--- src/rtl/ins_fetch_pkg.sv ---
// rtl/ins_fetch_pkg.sv - shared widths, PC step and fetch buffer entry type
package ins_fetch_pkg;

    localparam int DEF_ADDR_W  = 64;
    localparam int DEF_INSTR_W = 32;
    localparam int PC_STEP     = 4;

    typedef struct packed {
        logic [DEF_ADDR_W-1:0]  pc;
        logic [DEF_INSTR_W-1:0] instr;
    } fetch_entry_t;

endpackage

--- src/rtl/ins_fetch_fifo.sv ---
// rtl/ins_fetch_fifo.sv - in-order fetch buffer with flush; head reads zero when empty
module ins_fetch_fifo
    import ins_fetch_pkg::*;
#(
    parameter int DEPTH = 2
) (
    input  logic                       clk,
    input  logic                       rst_n,
    input  logic                       push,
    input  fetch_entry_t               push_data,
    input  logic                       pop,
    input  logic                       flush,
    output fetch_entry_t               head_data,
    output logic                       empty,
    output logic [$clog2(DEPTH):0]     count
);

    localparam int PTR_W = $clog2(DEPTH);
    localparam int CNT_W = PTR_W + 1;

    fetch_entry_t     mem_q [DEPTH];
    logic [PTR_W-1:0] wr_ptr_q, wr_ptr_d;
    logic [PTR_W-1:0] rd_ptr_q, rd_ptr_d;
    logic [CNT_W-1:0] count_q, count_d;
    logic             do_push, do_pop;

    assign empty = (count_q == '0);
    assign count = count_q;
    assign do_push = push & ~flush;
    assign do_pop  = pop & ~empty & ~flush;

    // Stored words are never exposed unless the slot holds a live entry.
    assign head_data = empty ? '0 : mem_q[rd_ptr_q];

    always_comb begin
        wr_ptr_d = wr_ptr_q;
        rd_ptr_d = rd_ptr_q;
        count_d  = count_q;
        if (flush) begin
            wr_ptr_d = '0;
            rd_ptr_d = '0;
            count_d  = '0;
        end else begin
            if (do_push) wr_ptr_d = wr_ptr_q + PTR_W'(1);
            if (do_pop)  rd_ptr_d = rd_ptr_q + PTR_W'(1);
            if (do_push && !do_pop)      count_d = count_q + CNT_W'(1);
            else if (!do_push && do_pop) count_d = count_q - CNT_W'(1);
        end
    end

    always_ff @(posedge clk or negedge rst_n) begin
        if (!rst_n) begin
            wr_ptr_q <= '0;
            rd_ptr_q <= '0;
            count_q  <= '0;
        end else begin
            wr_ptr_q <= wr_ptr_d;
            rd_ptr_q <= rd_ptr_d;
            count_q  <= count_d;
        end
    end

    always_ff @(posedge clk) begin
        if (do_push) mem_q[wr_ptr_q] <= push_data;
    end

endmodule

--- src/rtl/ins_fetch.sv ---
// rtl/ins_fetch.sv - PC owner and fetch requester feeding decode through a small buffer
module ins_fetch
    import ins_fetch_pkg::*;
#(
    parameter int                ADDR_W    = DEF_ADDR_W,
    parameter int                INSTR_W   = DEF_INSTR_W,
    parameter int                DEPTH     = 2,
    parameter logic [ADDR_W-1:0] RESET_PC  = '0,
    parameter logic [ADDR_W-1:0] MEM_BYTES = 'd128
) (
    input  logic               clk,
    input  logic               rst_n,
    output logic [ADDR_W-1:0]  mem_addr,
    input  logic [INSTR_W-1:0] mem_q,
    output logic               out_valid,
    input  logic               out_ready,
    output logic [INSTR_W-1:0] out_instr,
    output logic [ADDR_W-1:0]  out_pc,
    input  logic               redirect_valid,
    input  logic [ADDR_W-1:0]  redirect_pc,
    output logic               fetch_fault
);

    logic [ADDR_W-1:0]      pc_q, pc_d;
    logic                   fault_q, fault_d;
    logic                   oob, pop, space, push, empty;
    logic [$clog2(DEPTH):0] count;
    fetch_entry_t           push_data, head_data;

    assign mem_addr    = pc_q;
    assign fetch_fault = fault_q;
    assign oob         = (pc_q >= MEM_BYTES);
    assign out_valid   = ~empty;
    assign pop         = out_valid & out_ready;
    // A pop frees a slot in the same cycle, so a full buffer still streams.
    assign space       = (count < ($clog2(DEPTH)+1)'(DEPTH)) | pop;
    assign push        = space & ~redirect_valid & ~oob;

    assign push_data.pc    = pc_q;
    assign push_data.instr = mem_q;
    assign out_pc          = head_data.pc;
    assign out_instr       = head_data.instr;

    always_comb begin
        pc_d    = pc_q;
        fault_d = fault_q;
        if (redirect_valid) begin
            pc_d    = {redirect_pc[ADDR_W-1:2], 2'b00};
            fault_d = 1'b0;
        end else begin
            if (push) pc_d = pc_q + ADDR_W'(PC_STEP);
            if (oob)  fault_d = 1'b1;
        end
    end

    always_ff @(posedge clk or negedge rst_n) begin
        if (!rst_n) begin
            pc_q    <= RESET_PC;
            fault_q <= 1'b0;
        end else begin
            pc_q    <= pc_d;
            fault_q <= fault_d;
        end
    end

    ins_fetch_fifo #(.DEPTH(DEPTH)) u_fifo (
        .clk       (clk),
        .rst_n     (rst_n),
        .push      (push),
        .push_data (push_data),
        .pop       (pop),
        .flush     (redirect_valid),
        .head_data (head_data),
        .empty     (empty),
        .count     (count)
    );

endmodule

--- config.mk ---
export PLATFORM = sky130hd
export DESIGN_NAME = ins_fetch
export DESIGN_NICKNAME = d
export VERILOG_FILES = /design/src/rtl/ins_fetch_pkg.sv /design/src/rtl/ins_fetch_fifo.sv /design/src/rtl/ins_fetch.sv
export SDC_FILE = /design/constraint.sdc
export NUM_CORES = 1
export LEC_CHECK = 0
export BUFFER_PORTS_ARGS = -buffer_cell sky130_fd_sc_hd__clkbuf_2
export CORE_UTILIZATION = 35
export CTS_BUF_LIST = sky130_fd_sc_hd__clkbuf_4 sky130_fd_sc_hd__clkbuf_8
export CTS_CLUSTER_SIZE = 24
export DETAILED_ROUTE_END_ITERATION = 10
export PLACE_DENSITY = 0.66
export SYNTH_ARGS = -nofsm -noshare
export SYNTH_HDL_FRONTEND = slang
export SYNTH_SLANG_ARGS = --single-unit
--- constraint.sdc ---
create_clock -name clk -period 11.2 [get_ports clk]
set_input_delay 1.68 -clock clk [delete_from_list [all_inputs] [get_ports clk]]
set_output_delay 1.68 -clock clk [all_outputs]
set_load 0.02 [all_outputs]
Word-level counts from Yosys, hierarchy flattened
Memory sizes are Yosys's and may differ from the RTL's.
Index checks and enable logic that the tools add are counted.
Storage, ports and cells
  output and inout bits: 162
  memories kept: 1
  logic and storage cells: 47
  register bits: 69
  bits in writable memories: 192
Operators by class
  order comparisons: 2
  bitwise logic cells: 10
  mux-type cells: 14
  $add $sub $neg: 5
  reductions and logical operators: 10
Memories
  u_fifo.mem_q: depth 2, width 96, read ports 1, clocked after memory_dff 0, wr ports 1, line ins_fetch_fifo.sv:21  | fetch_entry_t mem_q [DEPTH];
Operators with widths (number)
  2-to-1 mux 64 bit: 2
  2-to-1 mux 96 bit: 1
  adder 64 x 3 -> 64 bit, second input constant: 1
  >= comparator 64 x 8 -> 1 bit, second input constant: 1
  2-to-1 mux 1 bit: 8
  nonzero test 2 bit: 4
  AND 1 bit: 6
  2-to-1 mux 2 bit: 3
  inverter 1 bit: 3
  nonzero test 3 bit: 1
  adder 1 bit, second input constant: 2
  adder 2 x 1 -> 2 bit, second input constant: 1
  logical AND 1 bit: 2
  zero test 1 bit: 2
  zero test 2 bit: 1
  less-than comparator 2 bit, second input constant: 1
  subtractor 2 x 1 -> 2 bit, second input constant: 1
  bitwise OR 1 bit: 1

Depth between registers and ports, before layout
Gate-level depths: netlist (run 1).
  depth after elaboration: 12
  depth in mapped cells: 5
  depth with buffers taken out: 5

By module
A second synthesis (run 1) with hierarchy kept.
Unflattened totals
  cell total of the unflattened synthesis: 625
  area, all modules: 10133.5 µm²
By module, submodules not included
  ins_fetch_fifo: instances 1, cells an instance 429, area each 7493.4 µm²
  ins_fetch: instances 1, cells an instance 196, area each 2640.0 µm²

Worst setup path after synthesis (run 1)
No wires, ideal clock.
  kind: input-to-reg
  from: input out_ready
  to: memory u_fifo.mem_q[0][0] (netlist bit), enable pin
  data arrival time: 9.241 ns
  slack: 1.275 ns
  cell stages on the path: 3
  cell sequence: o2111ai_1 nor4_4 nor3b_1
Between the ends
  longest elaborated chain between the ends: 7
RTL lines
  start, declared: line ins_fetch.sv:16  | input logic out_ready,
  AND 1 bit: line ins_fetch.sv:34  | assign pop = out_valid & out_ready;
  bitwise OR 1 bit: line ins_fetch.sv:36  | assign space = (count < ($clog2(DEPTH)+1)'(DEPTH)) | pop;
  AND 1 bit (2 in series): line ins_fetch.sv:37  | assign push = space & ~redirect_valid & ~oob;
  AND 1 bit: line ins_fetch_fifo.sv:29  | assign do_push = push & ~flush;
  2-to-1 mux 1 bit: line ins_fetch_fifo.sv:64  | if (do_push) mem_q[wr_ptr_q] <= push_data;
  2-to-1 mux 1 bit (implied by the code): line ins_fetch_fifo.sv:64
  end, declared: line ins_fetch_fifo.sv:21
Every way passes these cells.

Final worst setup path (run 1)
  from: register u_fifo.rd_ptr_q
  to: output out_pc[63]
Between the ends
  longest elaborated chain between the ends: 2
RTL lines
  start, declared: line ins_fetch_fifo.sv:23  | logic [PTR_W-1:0] rd_ptr_q, rd_ptr_d;
  start signal, assigned: line ins_fetch_fifo.sv:58  | rd_ptr_q <= rd_ptr_d;
  memory read (2 x 96 bit)
  2-to-1 mux 96 bit: line ins_fetch_fifo.sv:33  | assign head_data = empty ? '0 : mem_q[rd_ptr_q];
  end, declared: line ins_fetch.sv:18  | output logic [ADDR_W-1:0] out_pc,
Every way passes these cells.

==> impl_metrics.prom, run 1 <==
# TYPE chip_impl_metric gauge
chip_impl_info{name="run_status",value="completed"} 1
chip_impl_metric{name="gp_congestion",unit=""} 0.710
chip_impl_metric{name="post_drt_via_cell_ratio",unit=""} 4.62
chip_impl_metric{name="timing.final.hold_violations",unit=""} 0
chip_impl_metric{name="synthesis.yosys.warnings",unit=""} 0
chip_impl_metric{name="clk-insertion-delay-late",unit="ns"} 0.54
chip_impl_metric{name="slew_headroom",unit=""} 0.220
chip_impl_metric{name="ys_seq_area_frac",unit=""} 0.740
chip_impl_metric{name="cts_resized",unit=""} 0
chip_impl_metric{name="num_vias",unit=""} 5990
chip_impl_metric{name="cp_max_fo",unit=""} 49
chip_impl_metric{name="finalHoldWorstSlack",unit="ns"} 0.517
chip_impl_metric{name="vdd_ir_drop_max",unit="mV"} 0.0961
chip_impl_metric{name="synth_enable_flop_cells",unit=""} 188
chip_impl_metric{name="worst-endpoint-arrival",unit="ns"} 2.97
chip_impl_info{name="cell_with_the_biggest_individual_delay_on_the_critical_path",value="dfrtp_4"} 1
chip_impl_metric{name="cap_viol_max_count",unit=""} 0
chip_impl_metric{name="cts-hold-fix-buffers",unit=""} 0
chip_impl_metric{name="slew_violations",unit=""} 0
chip_impl_metric{name="globalRouteTotalUtil",unit=""} 0.147
chip_impl_metric{name="io_buffer_count",unit=""} 255
chip_impl_metric{name="route.antenna.remaining_nets",unit=""} 0
chip_impl_info{name="grt_setup_unrepaired",value="false"} 1
chip_impl_metric{name="max_freq",unit="GHz"} 0.215
chip_impl_info{name="startpoint_type",value="register"} 1
chip_impl_metric{name="first_global_vias",unit=""} 5798
chip_impl_metric{name="cts_buf_count",unit=""} 43
chip_impl_metric{name="areaGrowthSynthToFinish",unit="%"} 27.1
chip_impl_metric{name="grt_antenna_before_repair",unit=""} 0
chip_impl_metric{name="floorplan.io_pins",unit=""} 262
chip_impl_metric{name="hpwlAfterDp",unit="mm"} 13.6
chip_impl_info{name="final_cell_mix",value="clkbuf_2 (253), edfxtp_1 (188), nor2_1 (101)"} 1
chip_impl_metric{name="cells_after_synthesis",unit=""} 609
chip_impl_metric{name="post_synth_num_cell_types",unit=""} 33
chip_impl_metric{name="worst_pin_slew",unit="ns"} 1.17
chip_impl_metric{name="syn_area_per_cell",unit="um2"} 16.2
chip_impl_metric{name="finalSetupTns",unit="ns"} 0
chip_impl_metric{name="first_iter_violations",unit=""} 247
chip_impl_metric{name="drive_gt1_frac",unit=""} 0.440
chip_impl_metric{name="fin_util",unit=""} 0.453
chip_impl_metric{name="design.core.area",unit="um2"} 27800
chip_impl_metric{name="firstDrtPassIters",unit=""} 4
chip_impl_metric{name="die_width",unit="um"} 170
chip_impl_metric{name="largest_net_degree_at_the_start_of_global_routing",unit=""} 96
chip_impl_info{name="worstSetupEndpointType",value="output port"} 1
chip_impl_metric{name="syn-cell-area",unit="um2"} 9890
chip_impl_metric{name="critical_path_required",unit="ns"} 9.52
chip_impl_metric{name="starting_density_of_the_core",unit=""} 0.356
chip_impl_info{name="layout_commonest_cell",value="clkbuf_2"} 1
chip_impl_info{name="timing.critical_path.cells",value="buf_4 -> mux2i_1 -> nor2_1 -> clkbuf_2"} 1
chip_impl_metric{name="floorplan.die_area",unit="um2"} 28900
chip_impl_metric{name="fill_cells",unit=""} 2579
chip_impl_info{name="yosys_most_used_dff",value="edfxtp_1"} 1
chip_impl_metric{name="net_total_in_the_final_layout",unit=""} 987
chip_impl_metric{name="die_height",unit="um"} 170
chip_impl_metric{name="floorplan.rows",unit=""} 61
chip_impl_metric{name="route.detailed.wl_per_inst",unit="um"} 16.7
chip_impl_metric{name="totalWireLength",unit="mm"} 21.7
chip_impl_metric{name="grt_pass1_wl",unit="mm"} 32.5
chip_impl_metric{name="clock-skew-final",unit="ns"} 0.0269
chip_impl_metric{name="asyncSetResetFlopFracSynth",unit=""} 0.263
chip_impl_metric{name="layout_min_cycle_time",unit="ns"} 4.65
chip_impl_metric{name="clock_tree.buffer_depth",unit=""} 3
chip_impl_metric{name="post_cts.repair.setup_buffers",unit=""} 0
chip_impl_metric{name="gr-total-overflow",unit=""} 0
chip_impl_metric{name="final_cells",unit=""} 1297
chip_impl_info{name="setup.worst_path.class",value="reg2out"} 1
chip_impl_metric{name="fin_crit_sh",unit=""} 0.415
chip_impl_metric{name="clock_sinks",unit=""} 255
chip_impl_metric{name="antennaDiodeCount",unit=""} 0
chip_impl_metric{name="static-leakage-power",unit="nW"} 4.85
chip_impl_metric{name="cts.htree.levels",unit=""} 2
chip_impl_metric{name="yosys_register_bits",unit=""} 255
chip_impl_info{name="cts_root_buf",value="clkbuf_8"} 1
chip_impl_metric{name="place_inst",unit=""} 1218
chip_impl_metric{name="max_stage_delay",unit="ns"} 1.00
chip_impl_metric{name="final-setup-viol-count",unit=""} 0
chip_impl_info{name="tritoncts_clock_tree",value="yes"} 1
chip_impl_info{name="hold_path.class",value="reg2reg"} 1
chip_impl_metric{name="cts.reportedPaths.clkPinSlew",unit="ns"} 0.05
chip_impl_metric{name="power_density",unit="nW/um2"} 169
chip_impl_metric{name="remaining_drc_errors",unit=""} 0
worst max-delay path, delay by kind of cell, from the launching register on:
family,cells,cell delay (ns)
muxes,1,0.29
and+or+nand+nor,1,0.07
DFF,1,1.00
buffers and inverters,2,0.98
cells by family (layout without fill, tap and decap cells):
group | Yosys count | in the layout | share of synthesized area
xor+xnor | 3 | 3 | 0.00266
fa+ha+maj | 2 | 2 | 0.00253
buf+inv | 41 | 348 | 0.0177
simple gates | 140 | 140 | 0.0647
other cells | 1 | 4 | 0.000379
flops | 255 | 255 | 0.740
mux | 154 | 154 | 0.163
compound gates | 13 | 13 | 0.00873
worst paths after layout:
path / startpoint / to / slack (ns) / cells past startpoint
max reg2reg: mem_addr[25] / u_fifo.mem_q[1][67] / 7.34 / 5
max in group asynchronous: rst_n / u_fifo.rd_ptr_q / 9.16 / 1
max: u_fifo.rd_ptr_q / out_pc[63] / 6.55 / 4
min reg2reg: fetch_fault / fetch_fault / 0.52 / 2
min in group asynchronous: rst_n / mem_addr[41] / 1.30 / 1
min: fetch_fault / fetch_fault / 0.52 / 2
Yosys cell counts, types with 2 or more instances:
cell      instances  area share
nor2_1          102       0.039
ha_1              2      0.0025
nor4_2            4      0.0051
edfxtp_1        188        0.57
nor2b_1           2      0.0013
a21oi_1           2      0.0010
buf_4             4      0.0030
dfrtp_1          67        0.17
nor3_1            2      0.0010
xnor2_1           2      0.0018
nand4_1           4      0.0025
inv_1             8      0.0030
buf_1             5      0.0019
mux2i_1          98       0.099
o21ai_0           5      0.0025
nand3_1           4      0.0020
nor3b_1           2      0.0015
nor4_1           10      0.0063
mux2_2           56       0.064
buf_2             5      0.0025
clkbuf_1         19      0.0072
nand2_1           7      0.0027
through the flow:
| stage | setup slack [ns] | cell area (um2) | power [mW] |
|---|---|---|---|
| final | 6.55 | 12600 | 2.12 |
| after global routing | 6.31 | 12600 | 2.21 |
| after CTS | 6.43 | 12600 | 2.15 |
| after detailed placement | 6.60 | 11600 | 1.22 |
| after global placement | 6.66 | 11600 | 1.21 |
| after floorplan | 1.28 | 9900 | 1.15 |
report_power, final:
part | internal (mW) | switching [mW]
clock network | 0.567 | 0.356
registers | 1.05 | 0.0350
logic | 0.0494 | 0.0653
total | 1.66 | 0.456
cell type report:
type,count,area (um2),area share
flip-flops and latches,255,7330,0.583
multi-input cells,316,2420,0.192
repair buffers,261,1330,0.105
clock buffers,71,883,0.0703
well taps,378,473,0.0376
clock inverters,8,114,0.00906
inverters,8,30.0,0.00239
metal layers:
layer  up-vias  routed length (um)  global-route usage
met2       205               10100               0.235
met5         -                   0                   0
met1      2939                9500               0.188
met4         0                 448              0.0482
met3        38                1700              0.0465
li1       2808                   -                   -
flip-flops by register name (all words and copies together), names as in the netlist:
register and count:
fetch_fault 1, u_fifo.mem_q 188, u_fifo.count 2, mem_addr 62
u_fifo.wr_ptr_q 1, u_fifo.rd_ptr_q 1
Note: power is estimated with default switching activity, not from simulation.
==> run 2: changes to the inputs <==
==> constraint.sdc (replaced) <==
create_clock -name clk -period 4.9 [get_ports clk]
set_input_delay 0.735 -clock clk [delete_from_list [all_inputs] [get_ports clk]]
set_output_delay 0.735 -clock clk [all_outputs]
set_load 0.02 [all_outputs]
==> impl_metrics.prom, run 2 (synthesis results as in run 1) <==
# TYPE chip_impl_metric gauge
chip_impl_metric{name="antennaDiodeCount",unit=""} 0
chip_impl_info{name="grt_busiest_layer",value="met2"} 1
chip_impl_metric{name="timing.final.hold_violations",unit=""} 0
chip_impl_metric{name="static-leakage-power",unit="nW"} 4.86
chip_impl_metric{name="areaGrowthSynthToFinish",unit="%"} 27.6
chip_impl_metric{name="design.core.area",unit="um2"} 27800
chip_impl_metric{name="cts.htree.levels",unit=""} 2
chip_impl_metric{name="grtUsageMet1",unit=""} 0.191
chip_impl_info{name="grt_setup_unrepaired",value="false"} 1
chip_impl_metric{name="cap_viol_max_count",unit=""} 0
chip_impl_metric{name="power_density",unit="nW/um2"} 386
chip_impl_info{name="tritoncts_clock_tree",value="yes"} 1
chip_impl_metric{name="clk-insertion-delay-late",unit="ns"} 0.54
chip_impl_metric{name="layout_min_cycle_time",unit="ns"} 3.46
chip_impl_metric{name="first_iter_violations",unit=""} 224
chip_impl_metric{name="remaining_drc_errors",unit=""} 0
chip_impl_metric{name="cts-hold-fix-buffers",unit=""} 0
chip_impl_info{name="worst_r2r_endpoint",value="u_fifo.mem_q[1][48]"} 1
chip_impl_metric{name="drive_gt1_frac",unit=""} 0.438
chip_impl_metric{name="grt_util_met2",unit=""} 0.249
chip_impl_metric{name="slew_violations",unit=""} 0
chip_impl_metric{name="grt_antenna_before_repair",unit=""} 2
chip_impl_metric{name="gp_congestion",unit=""} 0.728
chip_impl_metric{name="critical_path_required",unit="ns"} 5.11
chip_impl_info{name="r2r-start",value="mem_addr[30]"} 1
chip_impl_metric{name="cts_resized",unit=""} 0
chip_impl_info{name="setup.worst_path.class",value="reg2reg"} 1
chip_impl_info{name="final_cell_mix",value="clkbuf_2 (253), edfxtp_1 (188), nor2_1 (101)"} 1
chip_impl_metric{name="firstDrtPassIters",unit=""} 4
chip_impl_metric{name="die_height",unit="um"} 170
chip_impl_metric{name="io_buffer_count",unit=""} 255
chip_impl_metric{name="first_global_vias",unit=""} 6025
chip_impl_metric{name="num_vias",unit=""} 5960
chip_impl_metric{name="slew_headroom",unit=""} 0.332
chip_impl_metric{name="starting_density_of_the_core",unit=""} 0.356
chip_impl_metric{name="totalWireLength",unit="mm"} 22.3
chip_impl_info{name="hold_path.class",value="in2async"} 1
chip_impl_info{name="worstSetupEndpointType",value="register"} 1
chip_impl_metric{name="post_cts.repair.setup_buffers",unit=""} 0
chip_impl_metric{name="cts.reportedPaths.clkPinSlew",unit="ns"} 0.06
chip_impl_metric{name="worst-endpoint-arrival",unit="ns"} 3.67
chip_impl_metric{name="post_drt_via_cell_ratio",unit=""} 4.58
chip_impl_metric{name="groute.layer.met3.usage",unit=""} 0.0486
chip_impl_metric{name="floorplan.die_area",unit="um2"} 28900
chip_impl_metric{name="route.detailed.wl_per_inst",unit="um"} 17.2
chip_impl_metric{name="finalHoldWorstSlack",unit="ns"} 0.350
chip_impl_info{name="top_register_by_number_of_flip_flops",value="u_fifo.mem_q"} 1
chip_impl_info{name="cts_root_buf",value="clkbuf_8"} 1
chip_impl_metric{name="gr-total-overflow",unit=""} 0
chip_impl_info{name="timing.critical_path.cells",value="nor4_1 -> o2111ai_1 -> nor4_4 -> and3_4 -> buf_4"} 1
chip_impl_metric{name="largest_net_degree_at_the_start_of_global_routing",unit=""} 68
chip_impl_info{name="cell_with_the_biggest_individual_delay_on_the_critical_path",value="and3_4"} 1
chip_impl_info{name="startpoint_type",value="register"} 1
chip_impl_metric{name="die_width",unit="um"} 170
chip_impl_info{name="run_status",value="completed"} 1
chip_impl_metric{name="final-setup-viol-count",unit=""} 0
chip_impl_metric{name="finalSetupTns",unit="ns"} 0
chip_impl_metric{name="floorplan.io_pins",unit=""} 262
chip_impl_metric{name="cts_buf_count",unit=""} 44
chip_impl_metric{name="floorplan.rows",unit=""} 61
chip_impl_metric{name="r2r_slack",unit="ns"} 1.44
chip_impl_metric{name="largest_register_ffs",unit=""} 188
chip_impl_info{name="layout_commonest_cell",value="clkbuf_2"} 1
chip_impl_metric{name="worst_pin_slew",unit="ns"} 0.999
chip_impl_metric{name="vdd_ir_drop_max",unit="mV"} 0.218
chip_impl_metric{name="net_total_in_the_final_layout",unit=""} 990
chip_impl_metric{name="cp_max_fo",unit=""} 46
chip_impl_metric{name="r2r_cells",unit=""} 5
chip_impl_metric{name="grt_pass1_wl",unit="mm"} 33.5
chip_impl_metric{name="clock_tree.buffer_depth",unit=""} 3
chip_impl_metric{name="clock_sinks",unit=""} 255
chip_impl_metric{name="fin_crit_sh",unit=""} 0.706
chip_impl_metric{name="fill_cells",unit=""} 2563
chip_impl_metric{name="hpwlAfterDp",unit="mm"} 14.3
chip_impl_metric{name="clock-skew-final",unit="ns"} 0.0320
chip_impl_metric{name="max_freq",unit="GHz"} 0.289
chip_impl_metric{name="fin_util",unit=""} 0.454
chip_impl_metric{name="route.antenna.remaining_nets",unit=""} 0
chip_impl_metric{name="design_power_total",unit="mW"} 4.87
chip_impl_metric{name="max_stage_delay",unit="ns"} 0.76
chip_impl_metric{name="globalRouteTotalUtil",unit=""} 0.153
## run 2: worst max-delay path by stage
stage / from / end / depth (start not counted)
floorplan: mem_addr[21] / u_fifo.mem_q[0][0] / 4
global placement: mem_addr[39] / u_fifo.mem_q[1][74] / 5
detailed placement: mem_addr[39] / u_fifo.mem_q[1][95] / 5
CTS: mem_addr[39] / u_fifo.mem_q[1][84] / 5
global route: mem_addr[30] / u_fifo.mem_q[1][37] / 5
finish: mem_addr[30] / u_fifo.mem_q[1][48] / 5
## run 2: layout make-up
type                    count  area (um2)  area share
repair buffers            263        1370       0.108
flip-flops and latches    255        7330       0.581
well taps                 378         473      0.0375
clock inverters            18         216      0.0172
inverters                   8        30.0     0.00238
multi-input cells         316        2430       0.192
clock buffers              62         778      0.0617
## run 2: stage by stage
step,cell area [um2],worst slack (ns),std cells
CTS,12600,1.37,1300
global route,12600,1.17,1300
finish,12600,1.44,1300
detailed placement,11600,1.38,1220
global placement,11600,1.37,1220
floorplan,9910,0.439,612
## run 2: worst max-delay path: cells and delay by family, from the launching register on
kind,cells,cell delay [ns]
AND/OR/NAND/NOR,3,2.02
flip-flops,1,0.42
buffers and inverters,1,0.39
AO/OA/AOI/OAI,1,0.28
## run 2: report_power, final
part / switching [mW] / internal [mW]
clock network: 0.842 / 1.29
registers: 0.0719 / 2.39
logic: 0.157 / 0.113
## run 2: routing by layer
metal,routed length [um],share of wire,up-vias
met5,27,0.0012,-
li1,-,-,2811
met1,9570,0.43,2866
met2,10300,0.46,224
met4,588,0.026,4
met3,1780,0.080,55
==> run 3: changes to the inputs <==
--- a/config.mk
+++ b/config.mk
@@ -10,7 +10,7 @@
 export CTS_BUF_LIST = sky130_fd_sc_hd__clkbuf_4 sky130_fd_sc_hd__clkbuf_8
 export CTS_CLUSTER_SIZE = 24
 export DETAILED_ROUTE_END_ITERATION = 10
-export PLACE_DENSITY = 0.66
+export PLACE_DENSITY = 0.68
 export SYNTH_ARGS = -nofsm -noshare
 export SYNTH_HDL_FRONTEND = slang
 export SYNTH_SLANG_ARGS = --single-unit
==> constraint.sdc (replaced) <==
create_clock -name clk -period 3 [get_ports clk]
set_input_delay 0.45 -clock clk [delete_from_list [all_inputs] [get_ports clk]]
set_output_delay 0.45 -clock clk [all_outputs]
set_load 0.02 [all_outputs]
==> impl_metrics.prom, run 3 (synthesis results as in run 1) <==
# TYPE chip_impl_metric gauge
chip_impl_info{name="run_status",value="completed"} 1
chip_impl_info{name="layout_commonest_cell",value="clkbuf_2"} 1
chip_impl_info{name="worst_path_most_repeated_cell",value="buf_12"} 1
chip_impl_metric{name="vdd_ir_drop_max",unit="mV"} 0.364
chip_impl_info{name="timing.critical_path.cells",value="nor4_1 -> nand4_1 -> nor4_4 -> nor3b_4 -> buf_12 -> buf_12"} 1
chip_impl_metric{name="layout_setup_ws",unit="ns"} 0.354
chip_impl_metric{name="critical_path_required",unit="ns"} 3.21
chip_impl_info{name="cell_with_the_biggest_individual_delay_on_the_critical_path",value="dfrtp_2"} 1
chip_impl_metric{name="final_cells",unit=""} 1309
chip_impl_metric{name="gp_congestion",unit=""} 0.721
chip_impl_info{name="startpoint_type",value="register"} 1
chip_impl_info{name="worstSetupEndpointType",value="register"} 1
chip_impl_metric{name="cts_buf_count",unit=""} 44
chip_impl_metric{name="cts.htree.levels",unit=""} 2
chip_impl_metric{name="firstDrtPassIters",unit=""} 4
chip_impl_info{name="grt_setup_unrepaired",value="false"} 1
chip_impl_metric{name="final-setup-viol-count",unit=""} 0
chip_impl_metric{name="route.antenna.remaining_nets",unit=""} 0
chip_impl_metric{name="globalRouteTotalUtil",unit=""} 0.150
chip_impl_info{name="critPathTopFamily",value="simple AND/OR/NAND/NOR gates"} 1
chip_impl_info{name="tritoncts_clock_tree",value="yes"} 1
chip_impl_metric{name="crit_path_buffers_inverters",unit=""} 2
chip_impl_metric{name="clock-skew-final",unit="ns"} 0.0188
chip_impl_metric{name="gr-total-overflow",unit=""} 0
chip_impl_metric{name="grt_antenna_before_repair",unit=""} 0
chip_impl_metric{name="slew_headroom",unit=""} 0.340
chip_impl_metric{name="floorplan.die_area",unit="um2"} 28900
chip_impl_metric{name="fin_util",unit=""} 0.455
chip_impl_metric{name="floorplan.io_pins",unit=""} 262
chip_impl_metric{name="io_buffer_count",unit=""} 255
chip_impl_metric{name="clock_sinks",unit=""} 255
chip_impl_info{name="r2r-start",value="mem_addr[61]"} 1
chip_impl_metric{name="power_density",unit="nW/um2"} 600
chip_impl_info{name="top_register_by_number_of_flip_flops",value="u_fifo.mem_q"} 1
chip_impl_metric{name="remaining_drc_errors",unit=""} 0
chip_impl_metric{name="die_width",unit="um"} 170
chip_impl_metric{name="num_vias",unit=""} 6106
chip_impl_metric{name="worst-endpoint-arrival",unit="ns"} 2.86
chip_impl_metric{name="first_iter_violations",unit=""} 245
chip_impl_metric{name="cts-hold-fix-buffers",unit=""} 0
chip_impl_metric{name="worst_pin_slew",unit="ns"} 0.990
chip_impl_metric{name="starting_density_of_the_core",unit=""} 0.356
chip_impl_metric{name="design.core.area",unit="um2"} 27800
chip_impl_metric{name="fill_cells",unit=""} 2557
chip_impl_metric{name="static-leakage-power",unit="nW"} 4.86
chip_impl_metric{name="die_height",unit="um"} 170
chip_impl_metric{name="net_total_in_the_final_layout",unit=""} 999
chip_impl_info{name="setup.worst_path.class",value="reg2reg"} 1
chip_impl_metric{name="dpl_cell_area",unit="um2"} 11800
chip_impl_metric{name="fin_crit_sh",unit=""} 0.882
chip_impl_metric{name="grt_pass1_wl",unit="mm"} 33.4
chip_impl_metric{name="clk-insertion-delay-late",unit="ns"} 0.53
chip_impl_info{name="hold_path.class",value="in2async"} 1
chip_impl_info{name="final_cell_mix",value="clkbuf_2 (253), edfxtp_1 (188), nor2_1 (101)"} 1
chip_impl_info{name="worst_r2r_endpoint",value="u_fifo.mem_q[0][55]"} 1
chip_impl_metric{name="floorplan.rows",unit=""} 61
chip_impl_metric{name="timing.final.hold_violations",unit=""} 0
chip_impl_metric{name="finalSetupTns",unit="ns"} 0
chip_impl_metric{name="cp_max_fo",unit=""} 30
chip_impl_metric{name="largest_register_ffs",unit=""} 188
chip_impl_metric{name="first_global_vias",unit=""} 6067
chip_impl_metric{name="max_stage_delay",unit="ns"} 0.43
chip_impl_metric{name="areaGrowthSynthToFinish",unit="%"} 27.9
chip_impl_metric{name="largest_net_degree_at_the_start_of_global_routing",unit=""} 96
chip_impl_metric{name="final_cell_area",unit="um2"} 12600
chip_impl_metric{name="route.detailed.wl_per_inst",unit="um"} 16.8
chip_impl_metric{name="totalWireLength",unit="mm"} 21.9
chip_impl_metric{name="layout_min_cycle_time",unit="ns"} 2.65
chip_impl_metric{name="post-place-ws",unit="ns"} 0.310
chip_impl_metric{name="cap_viol_max_count",unit=""} 0
chip_impl_info{name="cts_root_buf",value="clkbuf_8"} 1
chip_impl_metric{name="cts.reportedPaths.clkPinSlew",unit="ns"} 0.06
chip_impl_metric{name="antennaDiodeCount",unit=""} 0
chip_impl_metric{name="drive_gt1_frac",unit=""} 0.451
chip_impl_metric{name="r2r_slack",unit="ns"} 0.35
chip_impl_metric{name="post_drt_via_cell_ratio",unit=""} 4.66
chip_impl_metric{name="r2r_cells",unit=""} 6
chip_impl_metric{name="max_freq",unit="GHz"} 0.378
chip_impl_metric{name="cts_resized",unit=""} 0
chip_impl_metric{name="hpwlAfterDp",unit="mm"} 14.2
chip_impl_metric{name="slew_violations",unit=""} 0
chip_impl_metric{name="clock_tree.buffer_depth",unit=""} 3
chip_impl_metric{name="post_cts.repair.setup_buffers",unit=""} 0
chip_impl_metric{name="place_inst",unit=""} 1229
-- run 3: cell type report --
type / instances / area, um2 / area share
repair buffers: 272 / 1500 / 0.118
inverters: 8 / 30.0 / 0.00237
flip-flops and latches: 255 / 7340 / 0.580
multi-input cells: 316 / 2430 / 0.192
clock buffers: 68 / 798 / 0.0631
clock inverters: 12 / 85.1 / 0.00673
well taps: 378 / 473 / 0.0374
-- run 3: per-stage QoR --
step | hold WS, ns | power, mW
2_1_floorplan | 0.154 | 4.31
6_report | 0.0639 | 7.58
5_1_grt | 0.0655 | 7.91
3_3_place_gp | 0.478 | 4.54
3_5_place_dp | 0.493 | 4.56
4_1_cts | 0.0636 | 7.71
-- run 3: routing by layer --
metal	global-route usage	part of all wire	wire [um]
met3	0.0472	0.079	1730
met2	0.243	0.47	10400
met1	0.190	0.43	9380
met5	0	0	0
met4	0.0482	0.019	427
-- run 3: power by group --
part	total, mW	internal (mW)	leakage (nW)	switching (mW)
Clock	3.10	1.78	0.474	1.32
Sequential	4.04	3.91	2.47	0.128
Combinational	0.443	0.188	1.92	0.255
-- run 3: how the worst max path moves through the flow --
stage                  from             endpoint  depth (start not counted)  slack (ns)
6_report       mem_addr[61]  u_fifo.mem_q[0][55]                          6        0.35
5_1_grt        mem_addr[61]  u_fifo.mem_q[0][79]                          6        0.20
4_1_cts        mem_addr[61]  u_fifo.mem_q[0][18]                          6        0.30
3_5_place_dp   mem_addr[61]  u_fifo.mem_q[0][78]                          6        0.31
3_3_place_gp   mem_addr[61]  u_fifo.mem_q[0][77]                          6        0.36
2_1_floorplan  mem_addr[53]   u_fifo.mem_q[0][0]                          4       -1.44
-- run 3: worst register-to-register path, stage by stage (launching register included) --
cell	delay [ns]
dfrtp_2	0.43
nor4_1	0.43
nand4_1	0.35
nor4_4	0.40
nor3b_4	0.27
buf_12	0.22
buf_12	0.23
